==> src/rtl/wb_trace_buffer_pkg.sv <==
// Shared widths and the trace-entry record for the write-back trace buffer.
// The CPU write bus is sized from the same constants.
package wb_trace_buffer_pkg;

    localparam int TRACE_DEPTH = 8;
    localparam int REG_ADDR_W  = 4;
    localparam int REG_DATA_W  = 8;
    localparam int DROP_W      = 8;

    typedef struct packed {
        logic [REG_ADDR_W-1:0] addr;
        logic [REG_DATA_W-1:0] data;
    } trace_entry_t;

endpackage

==> src/rtl/wb_trace_buffer_if.sv <==
// Write-bus, drain handshake, status and shadow-read signals of the trace buffer.
// The master side is the CPU/host environment and the slave side is the buffer.
interface wb_trace_buffer_if
    import wb_trace_buffer_pkg::*;
#(
    parameter int DEPTH  = TRACE_DEPTH,
    parameter int ADDR_W = REG_ADDR_W,
    parameter int DATA_W = REG_DATA_W
);
    localparam int CNT_W = $clog2(DEPTH) + 1;

    logic              i_stop;
    logic              i_write_en;
    logic [ADDR_W-1:0] i_write_add;
    logic [DATA_W-1:0] i_write_data;
    logic              i_clear;
    logic              o_valid;
    logic              i_ready;
    logic [ADDR_W-1:0] o_trace_add;
    logic [DATA_W-1:0] o_trace_data;
    logic [CNT_W-1:0]  o_count;
    logic              o_overflow;
    logic [DROP_W-1:0] o_drop_cnt;
    logic [ADDR_W-1:0] i_shadow_add;
    logic [DATA_W-1:0] o_shadow_data;

    modport master (
        output i_stop, i_write_en, i_write_add, i_write_data, i_clear, i_ready, i_shadow_add,
        input  o_valid, o_trace_add, o_trace_data, o_count, o_overflow, o_drop_cnt, o_shadow_data
    );

    modport slave (
        input  i_stop, i_write_en, i_write_add, i_write_data, i_clear, i_ready, i_shadow_add,
        output o_valid, o_trace_add, o_trace_data, o_count, o_overflow, o_drop_cnt, o_shadow_data
    );

endinterface

==> src/rtl/wb_trace_buffer_fifo.sv <==
// First-word-fall-through FIFO whose head is held in a register, so the output
// keeps its last value once the queue runs empty.
module sync_fifo_fwft #(
    parameter int DEPTH = 8,
    parameter int WIDTH = 12
) (
    input  logic                       clk,
    input  logic                       rst_n,
    input  logic                       clear,
    input  logic                       push,
    input  logic                       pop,
    input  logic [WIDTH-1:0]           wdata,
    output logic [WIDTH-1:0]           rdata,
    output logic [$clog2(DEPTH):0]     count,
    output logic                       full,
    output logic                       empty
);
    localparam int PTR_W = $clog2(DEPTH);
    localparam int CNT_W = PTR_W + 1;

    logic [WIDTH-1:0] mem [DEPTH];
    logic [PTR_W-1:0] wr_ptr;
    logic [PTR_W-1:0] rd_ptr;
    logic [PTR_W-1:0] rd_ptr_nxt;
    logic [CNT_W-1:0] count_nxt;
    logic             do_push;
    logic             do_pop;

    assign full  = (count == CNT_W'(DEPTH));
    assign empty = (count == '0);

    always_comb begin
        do_pop     = pop & ~empty & ~clear;
        do_push    = push & ~clear & (~full | do_pop);
        rd_ptr_nxt = do_pop ? rd_ptr + PTR_W'(1) : rd_ptr;
        count_nxt  = count + CNT_W'(do_push) - CNT_W'(do_pop);
    end

    always_ff @(posedge clk) begin
        if (do_push) begin
            mem[wr_ptr] <= wdata;
        end
    end

    // The head register loads the incoming word whenever it becomes the only entry.
    always_ff @(posedge clk or negedge rst_n) begin
        if (!rst_n) begin
            wr_ptr <= '0;
            rd_ptr <= '0;
            count  <= '0;
            rdata  <= '0;
        end else if (clear) begin
            wr_ptr <= '0;
            rd_ptr <= '0;
            count  <= '0;
        end else begin
            if (do_push) begin
                wr_ptr <= wr_ptr + PTR_W'(1);
            end
            rd_ptr <= rd_ptr_nxt;
            count  <= count_nxt;
            if (count_nxt != '0) begin
                if (count == '0 || (count == CNT_W'(1) && do_pop)) begin
                    rdata <= wdata;
                end else begin
                    rdata <= mem[rd_ptr_nxt];
                end
            end
        end
    end

endmodule

==> src/rtl/wb_trace_buffer.sv <==
// Captures register write events into a FIFO for a debug host, keeps a shadow
// copy of the register file, and counts events dropped while the FIFO is full.
module wb_trace_buffer
    import wb_trace_buffer_pkg::*;
#(
    parameter int DEPTH  = TRACE_DEPTH,
    parameter int ADDR_W = REG_ADDR_W,
    parameter int DATA_W = REG_DATA_W
) (
    input  logic              i_clk,
    input  logic              i_reset,
    wb_trace_buffer_if.slave  bus
);
    localparam int NREGS = 2 ** ADDR_W;

    logic                      push;
    logic                      pop;
    logic                      drop;
    logic                      fifo_full;
    logic                      fifo_empty;
    logic [ADDR_W+DATA_W-1:0]  head;
    logic [DATA_W-1:0]         shadow [NREGS];

    assign push = bus.i_write_en & ~bus.i_stop & ~bus.i_clear;
    assign pop  = bus.o_valid & bus.i_ready;
    // A pop in the same cycle frees the slot, so a full FIFO only drops without one.
    assign drop = push & fifo_full & ~pop;

    sync_fifo_fwft #(
        .DEPTH (DEPTH),
        .WIDTH (ADDR_W + DATA_W)
    ) u_fifo (
        .clk   (i_clk),
        .rst_n (i_reset),
        .clear (bus.i_clear),
        .push  (push),
        .pop   (pop),
        .wdata ({bus.i_write_add, bus.i_write_data}),
        .rdata (head),
        .count (bus.o_count),
        .full  (fifo_full),
        .empty (fifo_empty)
    );

    assign bus.o_valid       = ~fifo_empty;
    assign bus.o_trace_add   = head[ADDR_W+DATA_W-1:DATA_W];
    assign bus.o_trace_data  = head[DATA_W-1:0];
    assign bus.o_shadow_data = shadow[bus.i_shadow_add];

    always_ff @(posedge i_clk or negedge i_reset) begin
        if (!i_reset) begin
            bus.o_overflow <= 1'b0;
            bus.o_drop_cnt <= '0;
        end else if (bus.i_clear) begin
            bus.o_overflow <= 1'b0;
            bus.o_drop_cnt <= '0;
        end else if (drop) begin
            bus.o_overflow <= 1'b1;
            if (bus.o_drop_cnt != '1) begin
                bus.o_drop_cnt <= bus.o_drop_cnt + DROP_W'(1);
            end
        end
    end

    always_ff @(posedge i_clk or negedge i_reset) begin
        if (!i_reset) begin
            for (int r = 0; r < NREGS; r++) begin
                shadow[r] <= '0;
            end
        end else if (push) begin
            shadow[bus.i_write_add] <= bus.i_write_data;
        end
    end

endmodule

==> src/flat_wrapper.sv <==
// flat-port wrapper written by rule: the top's interface ports become plain ports
module wb_trace_buffer_flat import wb_trace_buffer_pkg::*;
#(
    parameter int DEPTH  = TRACE_DEPTH,
    parameter int ADDR_W = REG_ADDR_W,
    parameter int DATA_W = REG_DATA_W
)
  (i_clk, i_reset, bus_i_stop, bus_i_write_en, bus_i_write_add, bus_i_write_data, bus_i_clear, bus_i_ready, bus_i_shadow_add, bus_o_valid, bus_o_trace_add, bus_o_trace_data, bus_o_count, bus_o_overflow, bus_o_drop_cnt, bus_o_shadow_data);
  wb_trace_buffer_if #(.DEPTH(DEPTH), .ADDR_W(ADDR_W), .DATA_W(DATA_W)) bus_i ();
  input  logic i_clk;
  input  logic i_reset;
  input wire logic [$bits(bus_i.i_stop)-1:0] bus_i_stop;
  input wire logic [$bits(bus_i.i_write_en)-1:0] bus_i_write_en;
  input wire logic [$bits(bus_i.i_write_add)-1:0] bus_i_write_add;
  input wire logic [$bits(bus_i.i_write_data)-1:0] bus_i_write_data;
  input wire logic [$bits(bus_i.i_clear)-1:0] bus_i_clear;
  input wire logic [$bits(bus_i.i_ready)-1:0] bus_i_ready;
  input wire logic [$bits(bus_i.i_shadow_add)-1:0] bus_i_shadow_add;
  output wire logic [$bits(bus_i.o_valid)-1:0] bus_o_valid;
  output wire logic [$bits(bus_i.o_trace_add)-1:0] bus_o_trace_add;
  output wire logic [$bits(bus_i.o_trace_data)-1:0] bus_o_trace_data;
  output wire logic [$bits(bus_i.o_count)-1:0] bus_o_count;
  output wire logic [$bits(bus_i.o_overflow)-1:0] bus_o_overflow;
  output wire logic [$bits(bus_i.o_drop_cnt)-1:0] bus_o_drop_cnt;
  output wire logic [$bits(bus_i.o_shadow_data)-1:0] bus_o_shadow_data;
  assign bus_i.i_stop = bus_i_stop;
  assign bus_i.i_write_en = bus_i_write_en;
  assign bus_i.i_write_add = bus_i_write_add;
  assign bus_i.i_write_data = bus_i_write_data;
  assign bus_i.i_clear = bus_i_clear;
  assign bus_i.i_ready = bus_i_ready;
  assign bus_i.i_shadow_add = bus_i_shadow_add;
  assign bus_o_valid = bus_i.o_valid;
  assign bus_o_trace_add = bus_i.o_trace_add;
  assign bus_o_trace_data = bus_i.o_trace_data;
  assign bus_o_count = bus_i.o_count;
  assign bus_o_overflow = bus_i.o_overflow;
  assign bus_o_drop_cnt = bus_i.o_drop_cnt;
  assign bus_o_shadow_data = bus_i.o_shadow_data;
  wb_trace_buffer #(.DEPTH(DEPTH), .ADDR_W(ADDR_W), .DATA_W(DATA_W)) u_core (.i_clk(i_clk), .i_reset(i_reset), .bus(bus_i));
endmodule
==> config.mk <==
export PLATFORM = sky130hd
export DESIGN_NAME = wb_trace_buffer_flat
export DESIGN_NICKNAME = d
export VERILOG_FILES = /design/src/rtl/wb_trace_buffer_pkg.sv /design/src/rtl/wb_trace_buffer_if.sv /design/src/rtl/wb_trace_buffer_fifo.sv /design/src/rtl/wb_trace_buffer.sv /design/src/flat_wrapper.sv
export SDC_FILE = /design/constraint.sdc
export NUM_CORES = 1
export LEC_CHECK = 0
export ABC_AREA = 1
export CORE_UTILIZATION = 60
export CTS_BUF_LIST = sky130_fd_sc_hd__clkbuf_16
export CTS_CLUSTER_SIZE = 25
export DETAILED_ROUTE_END_ITERATION = 16
export GPL_ROUTABILITY_DRIVEN = 0
export PLACE_DENSITY_LB_ADDON = 0.12
export SYNTH_ARGS = -nofsm -noshare
export SYNTH_HDL_FRONTEND = slang
export SYNTH_SLANG_ARGS = --single-unit
==> constraint.sdc <==
create_clock -name i_clk -period 3.91 [get_ports i_clk]
set_input_delay 1.173 -clock i_clk [delete_from_list [all_inputs] [get_ports i_clk]]
set_output_delay 1.173 -clock i_clk [all_outputs]
set_load 0.005 [all_outputs]
# Word-level counts from Yosys, hierarchy flattened
# Memory sizes are Yosys's and may differ from the RTL's.
# Index checks and enable logic that the tools add are counted.
# op_classes
n_addsub	5
n_lt_le_gt_ge	3
n_eq_ne	3
n_mux	19
bitwise_logic	17
n_reduce_logical	10
# ops
op	count
128-bit bitwise mux	1
8-bit 2-to-1 mux	6
8-bit binary-select mux with 4-bit select	1
8-bit demux with 4-bit select	1
12-bit 2-to-1 mux	1
3-bit 2-to-1 mux	4
5-bit greater-or-equal comparator (second input constant)	2
4-bit NOT with 5-bit output	2
1-bit bitwise AND	9
8-bit by 1-bit adder with 8-bit output (second input constant)	1
8-bit != test (second input constant)	1
3-bit by 1-bit adder with 3-bit output (second input constant)	2
2-bit nonzero test	3
5-bit by 1-bit less-than comparator with 1-bit output (second input constant)	1
1-bit NOT	5
4-bit by 1-bit adder with 4-bit output	1
4-bit by 1-bit == test with 1-bit output (second input constant)	1
4-bit == test (second input constant)	1
4-bit zero test	1
1-bit 2-to-1 mux	4
4-bit 2-to-1 mux	1
2-bit AND reduction	2
4-bit nonzero test	1
4-bit by 1-bit subtractor with 4-bit output	1
other kinds (3)	4
# totals
register_bits	159
ram_bits	96
inputBits	22
out_inout_bits	34
elab_cells	80
mem_count	1
# mem_list
name	words	word_bits	read_ports	rd_ports_with_merged_regs	wr	line	rtl
u_core.u_fifo.mem	8	12	1	0	1	wb_trace_buffer_fifo.sv:21	logic [WIDTH-1:0] mem [DEPTH];

# Longest topological paths before layout
# depth
depth_word	11
mapped_depth	19
depth_no_buf	18

# Cells and area by module
# From an unflattened synthesis, not the netlist that was laid out.
# unflattened
cells_unflattened	1473
hier_area_um2	12882.4
# modules_own_cells
module	instances	cells_per_inst	area_each_um2	seq_area_each_um2
wb_trace_buffer	1	921	7154.4	3428.3
sync_fifo_fwft	1	552	5728.0	3433.3

# Worst setup path after synthesis
# Ideal clock, no wire load.
# synth_timing
kind	input-to-reg
start	in bus_i_clear
end	reg u_core.u_fifo.rdata[10]
setup_ns	0.077
arrival_time_ns	3.560
required_time_ns	3.833
setup_slack_ns	0.272
stages	17
path_buffers	3
cell_sequence	buf_6 -> nor3_4 -> buf_4 -> nand2_1 -> inv_1 -> nand2_1 -> nand2_1 -> ha_1 -> fa_1 -> inv_1 -> nor2_1 -> nor3_1 -> nand2_1 -> inv_1 -> buf_1 -> nor2_1 -> a21oi_1
# synth_between
elab_chain_len	8
word_cells_on_any_way	15
classes_between	add/sub: 2; mux: 2; bitwise: 6; reduce/logical: 4; memory: 1
# synth_rtl
item	line	rtl
start, declared	flat_wrapper.sv:16	input wire logic [$bits(bus_i.i_clear)-1:0] bus_i_clear;
1-bit NOT (no line) (*)	--	
1-bit bitwise AND (on tied branches)	wb_trace_buffer.sv:24, wb_trace_buffer_fifo.sv:33	
1-bit bitwise AND or 1-bit bitwise OR (tied branches)	wb_trace_buffer_fifo.sv:34	do_push = push & ~clear & (~full | do_pop);
1-bit bitwise AND	wb_trace_buffer_fifo.sv:34	
4-bit by 1-bit adder with 4-bit output	wb_trace_buffer_fifo.sv:36	count_nxt = count + CNT_W'(do_push) - CNT_W'(do_pop);
4-bit by 1-bit subtractor with 4-bit output	wb_trace_buffer_fifo.sv:36	
4-bit nonzero test	wb_trace_buffer_fifo.sv:62	if (count_nxt != '0) begin
2-bit AND reduction (no line)	--	
end signal, assigned	wb_trace_buffer_fifo.sv:64	rdata <= wdata;
end signal, assigned	wb_trace_buffer_fifo.sv:66	rdata <= mem[rd_ptr_nxt];
end, declared	wb_trace_buffer_fifo.sv:13	output logic [WIDTH-1:0] rdata,
# Every way passes the cells marked *; elsewhere a longest branch is shown, timed or not.
# A chain may end at the register's enable or synchronous reset.

# Final worst setup path
# layout_timing
start	in bus_i_shadow_add[0]
end	out bus_o_shadow_data[3]
# layout_between
elab_chain_len	4
# layout_rtl
item	line	rtl
start, declared	flat_wrapper.sv:18	input wire logic [$bits(bus_i.i_shadow_add)-1:0] bus_i_shadow_add;
4-bit NOT with 5-bit output (implied by the code)	wb_trace_buffer.sv:48	assign bus.o_shadow_data = shadow[bus.i_shadow_add];
8-bit binary-select mux with 4-bit select	wb_trace_buffer.sv:48	
8-bit 2-to-1 mux (implied by the code) (2 in series)	wb_trace_buffer.sv:48	
end, declared	flat_wrapper.sv:25	output wire logic [$bits(bus_i.o_shadow_data)-1:0] bus_o_shadow_data;
# No other way between the ends. The select of a mux whose other input is x is not followed.

==> out/metrics.yaml <==
outcome:
  run_status: "complete, no violations"
min_path:
  hold_path_end: "u_core.bus.o_overflow"
  holdCritPathClass: "reg -> reg"
  hold_depth: 2
  holdCritStartpoint: "u_core.bus.o_overflow"
synthesis:
  yosysTopAreaCell: "dfrtp_1"
  synth_common_cells: "235 x nand2_1, 176 x o21ai_0, 159 x dfrtp_1, 129 x inv_1, 112 x nand3_1"
  ys.warnings.count: 0
  synth_cells: 1241
  async_flop_share: 0.624
  yosysMostFrequentCell: "nand2_1"
  synth-main-ff-cell: "dfrtp_1"
  synth_area_leaders: "dfrtp_1 34%, edfxtp_1 25%, nand2_1 7.5%, o21ai_0 7.5%, nand3_1 4.8%"
  syn-cell-area_um2: 11700
  syn-num-nets: 1272
  synth_edf_count: 96
  synth_seq_cells: 255
  syn_area_per_cell_um2: 9.46
  yosysSeqAreaShare: 0.584
  synth_top_cell_area_share: 0.339
  synth_cell_type_count: 35
pwr:
  peakVddDrop_v: 0.000415
  powerDensity_nw_per_um2: 565
  finalPower_mw: 7.72
  leakagePower_nw: 5.97
timing:
  drv_slew: 0
  finalCritPeriodShare: 0.981
  hold_viol: 0
  worst_slew_pin_slew_ns: 0.786
  fmax_mhz: 261
  finClkSkew_ns: 0.00745
  fin_crit_ns: 3.84
  slew_headroom: 0.474
  setup_viol: 0
setup_path:
  reg2reg_to: "u_core.u_fifo.rdata[1]"
  cp_max_fo: 12
  critPathArrivalTime_ns: 2.66
  end_kind: "primary output"
  worst-r2r-cell-count: 19
  r2r_setup_slack_ns: 1.09
  reg2reg_from: "u_core.u_fifo.count[2]"
  worstSetupPathType: "in -> out"
  critPathLaunchType: "input port"
  critPathRequiredTime_ns: 2.74
routing:
  via_per_inst: 5.78
  drt-wirelength-per-cell_um: 18.4
  ant_nets: 0
  first_pass_iters: 5
  routed_wirelength_um: 29100
  vias: 9146
  drc: 0
  drt_iter0_markers: 895
finish:
  area_growth_pct: 16.4
  drive_gt1_frac: 0.0847
  diodes: 0
  regArea_um2: 6860
  fin_nets: 1333
  multi_input_area_um2: 4090
  nFillCells: 1437
  stdcell_count: 1582
job:
  drv_cap: 0
floorplanning:
  boundaryPins: 56
  die_w_um: 142
  die-height_um: 142
  start_util: 0.619
  rows: 50
  core_area_um2: 19000
  die_area_um2: 20100
global_route:
  grt_max_degree: 124
  grt_pass1_wl_um: 45800
  grt_pass1_vias: 8592
  antenna_found_initial: 0
  gr-usage-all-layers: 0.299
  gr-total-overflow: 0
clock_tree:
  root_buffer: "clkbuf_16"
  clk_latency_ns: 0.53
  htree_levels: 1
  clk_pin_slew_worst_paths_ns: 0.06
  cts_max_path_buffers: 3
  cts_tree: "yes"
  cts.sinks: 255
  numCtsBuffers: 26
placement:
  dpl.cell_count: 1526
  dp_hpwl_um: 18200
  place.port_buffers: 55
==> worst max path at each step <==
| stage | start | end | slack [ns] | depth (start not counted) |
|---|---|---|---|---|
| final | bus_i_shadow_add[0] | bus_o_shadow_data[3] | 0.07 | 8 |
| after floorplan | bus_i_clear | u_core.u_fifo.rdata[10] | 0.27 | 17 |
| after detailed placement | bus_i_shadow_add[1] | bus_o_shadow_data[1] | -0.14 | 7 |
| after global routing | bus_i_shadow_add[0] | bus_o_shadow_data[0] | -0.006 | 7 |
| after global placement | bus_i_shadow_add[1] | bus_o_shadow_data[7] | -0.14 | 8 |
| after CTS | bus_i_shadow_add[0] | bus_o_shadow_data[4] | 0.02 | 7 |
==> routing by layer <==
layer,GRT usage,vias to the layer above,part of all wire
li1,-,4295,-
met4,0.125,0,0.040
met3,0.0449,87,0.079
met5,0,-,0
met2,0.456,414,0.44
met1,0.431,4350,0.44
==> critical path, cell delays in order <==
cell and delay, ns:
buf_6 0.14, buf_12 0.15, buf_4 0.13, mux2i_1 0.35, o211ai_1 0.12, nand3_1 0.08
nand2_1 0.06, clkdlybuf4s50_1 0.44
==> final cells by class <==
cell class                 instances  area share
clock buffer                      27      0.0495
clock inverter                    21      0.0124
inverter                         133      0.0369
multi-input combinational        782       0.299
sequential                       255       0.502
tap                              260      0.0238
timing repair buffer             104      0.0762
==> report_power, final <==
group	switching, mW	total, mW	leakage (nW)	internal [mW]
logic	1.22	2.04	2.55	0.815
registers	0.179	3.24	2.97	3.06
clock network	1.01	2.45	0.454	1.44
total	2.41	7.72	5.97	5.32
==> through the flow <==
step	setup TNS, ns	setup WS [ns]	hold slack [ns]	instance area [µm²]	utilization
floorplan	0	0.272	0.448	11700	-
global placement	-1.04	-0.144	0.461	12700	0.669
detailed placement	-1.03	-0.142	0.467	12700	0.669
CTS	0	0.0224	0.483	13600	0.715
global route	-0.00609	-0.00609	0.503	13700	0.721
finish	0	0.0746	0.477	13700	0.721
==> cells in the final DEF (no fill, tap or decap), types with 2 or more instances in the layout <==
cell type / Yosys / final
nand2_1: 235 / 235
o21ai_0: 176 / 174
dfrtp_1: 159 / 159
inv_1: 129 / 139
nand3_1: 112 / 112
edfxtp_1: 96 / 96
nor2_1: 66 / 66
clkdlybuf4s50_1: 0 / 49
a21oi_1: 48 / 47
buf_4: 3 / 40
nand3b_1: 36 / 36
o211ai_1: 32 / 32
mux2i_1: 32 / 28
clkbuf_16: 0 / 28
nand4_1: 9 / 9
ha_1: 8 / 8
clkinv_2: 0 / 6
buf_12: 0 / 6
nand2_2: 5 / 5
nor3_1: 5 / 5
o21ai_1: 2 / 4
nand2_4: 3 / 3
xnor2_1: 3 / 3
bufinv_16: 0 / 3
buf_6: 1 / 3
o21a_1: 2 / 2
mux2i_2: 0 / 2
clkinv_1: 1 / 2
mux2i_4: 0 / 2
inv_4: 2 / 2
dlymetal6s2s_1: 0 / 2
==> flip-flops by register name (all words and copies together), names as in the netlist <==
register	count
u_core.bus.o_drop_cnt	8
u_core.bus.o_overflow	1
u_core.shadow	128
u_core.u_fifo.count	4
u_core.u_fifo.mem	96
u_core.u_fifo.rd_ptr	3
u_core.u_fifo.rdata	12
u_core.u_fifo.wr_ptr	3
==> cells by family after synthesis <==
logic type               count (synthesis)  synth area share
AND/OR/NAND/NOR                        475             0.184
AO/OA/AOI/OAI                          263             0.121
flip-flops                             255             0.584
buffers and inverters                  204            0.0707
multiplexers                            32            0.0273
adder cells (fa/ha/maj)                  9            0.0102
XOR/XNOR                                 3           0.00224
==> timing repair <==
item                       CTS  global route
buffers inserted             0             6
setup endpoints to repair    8             8
cloned                       1             1
hold buffers                 0             0
pin swaps                    0             6
gates resized for setup      4            14
(Power assumes the default switching activity.)
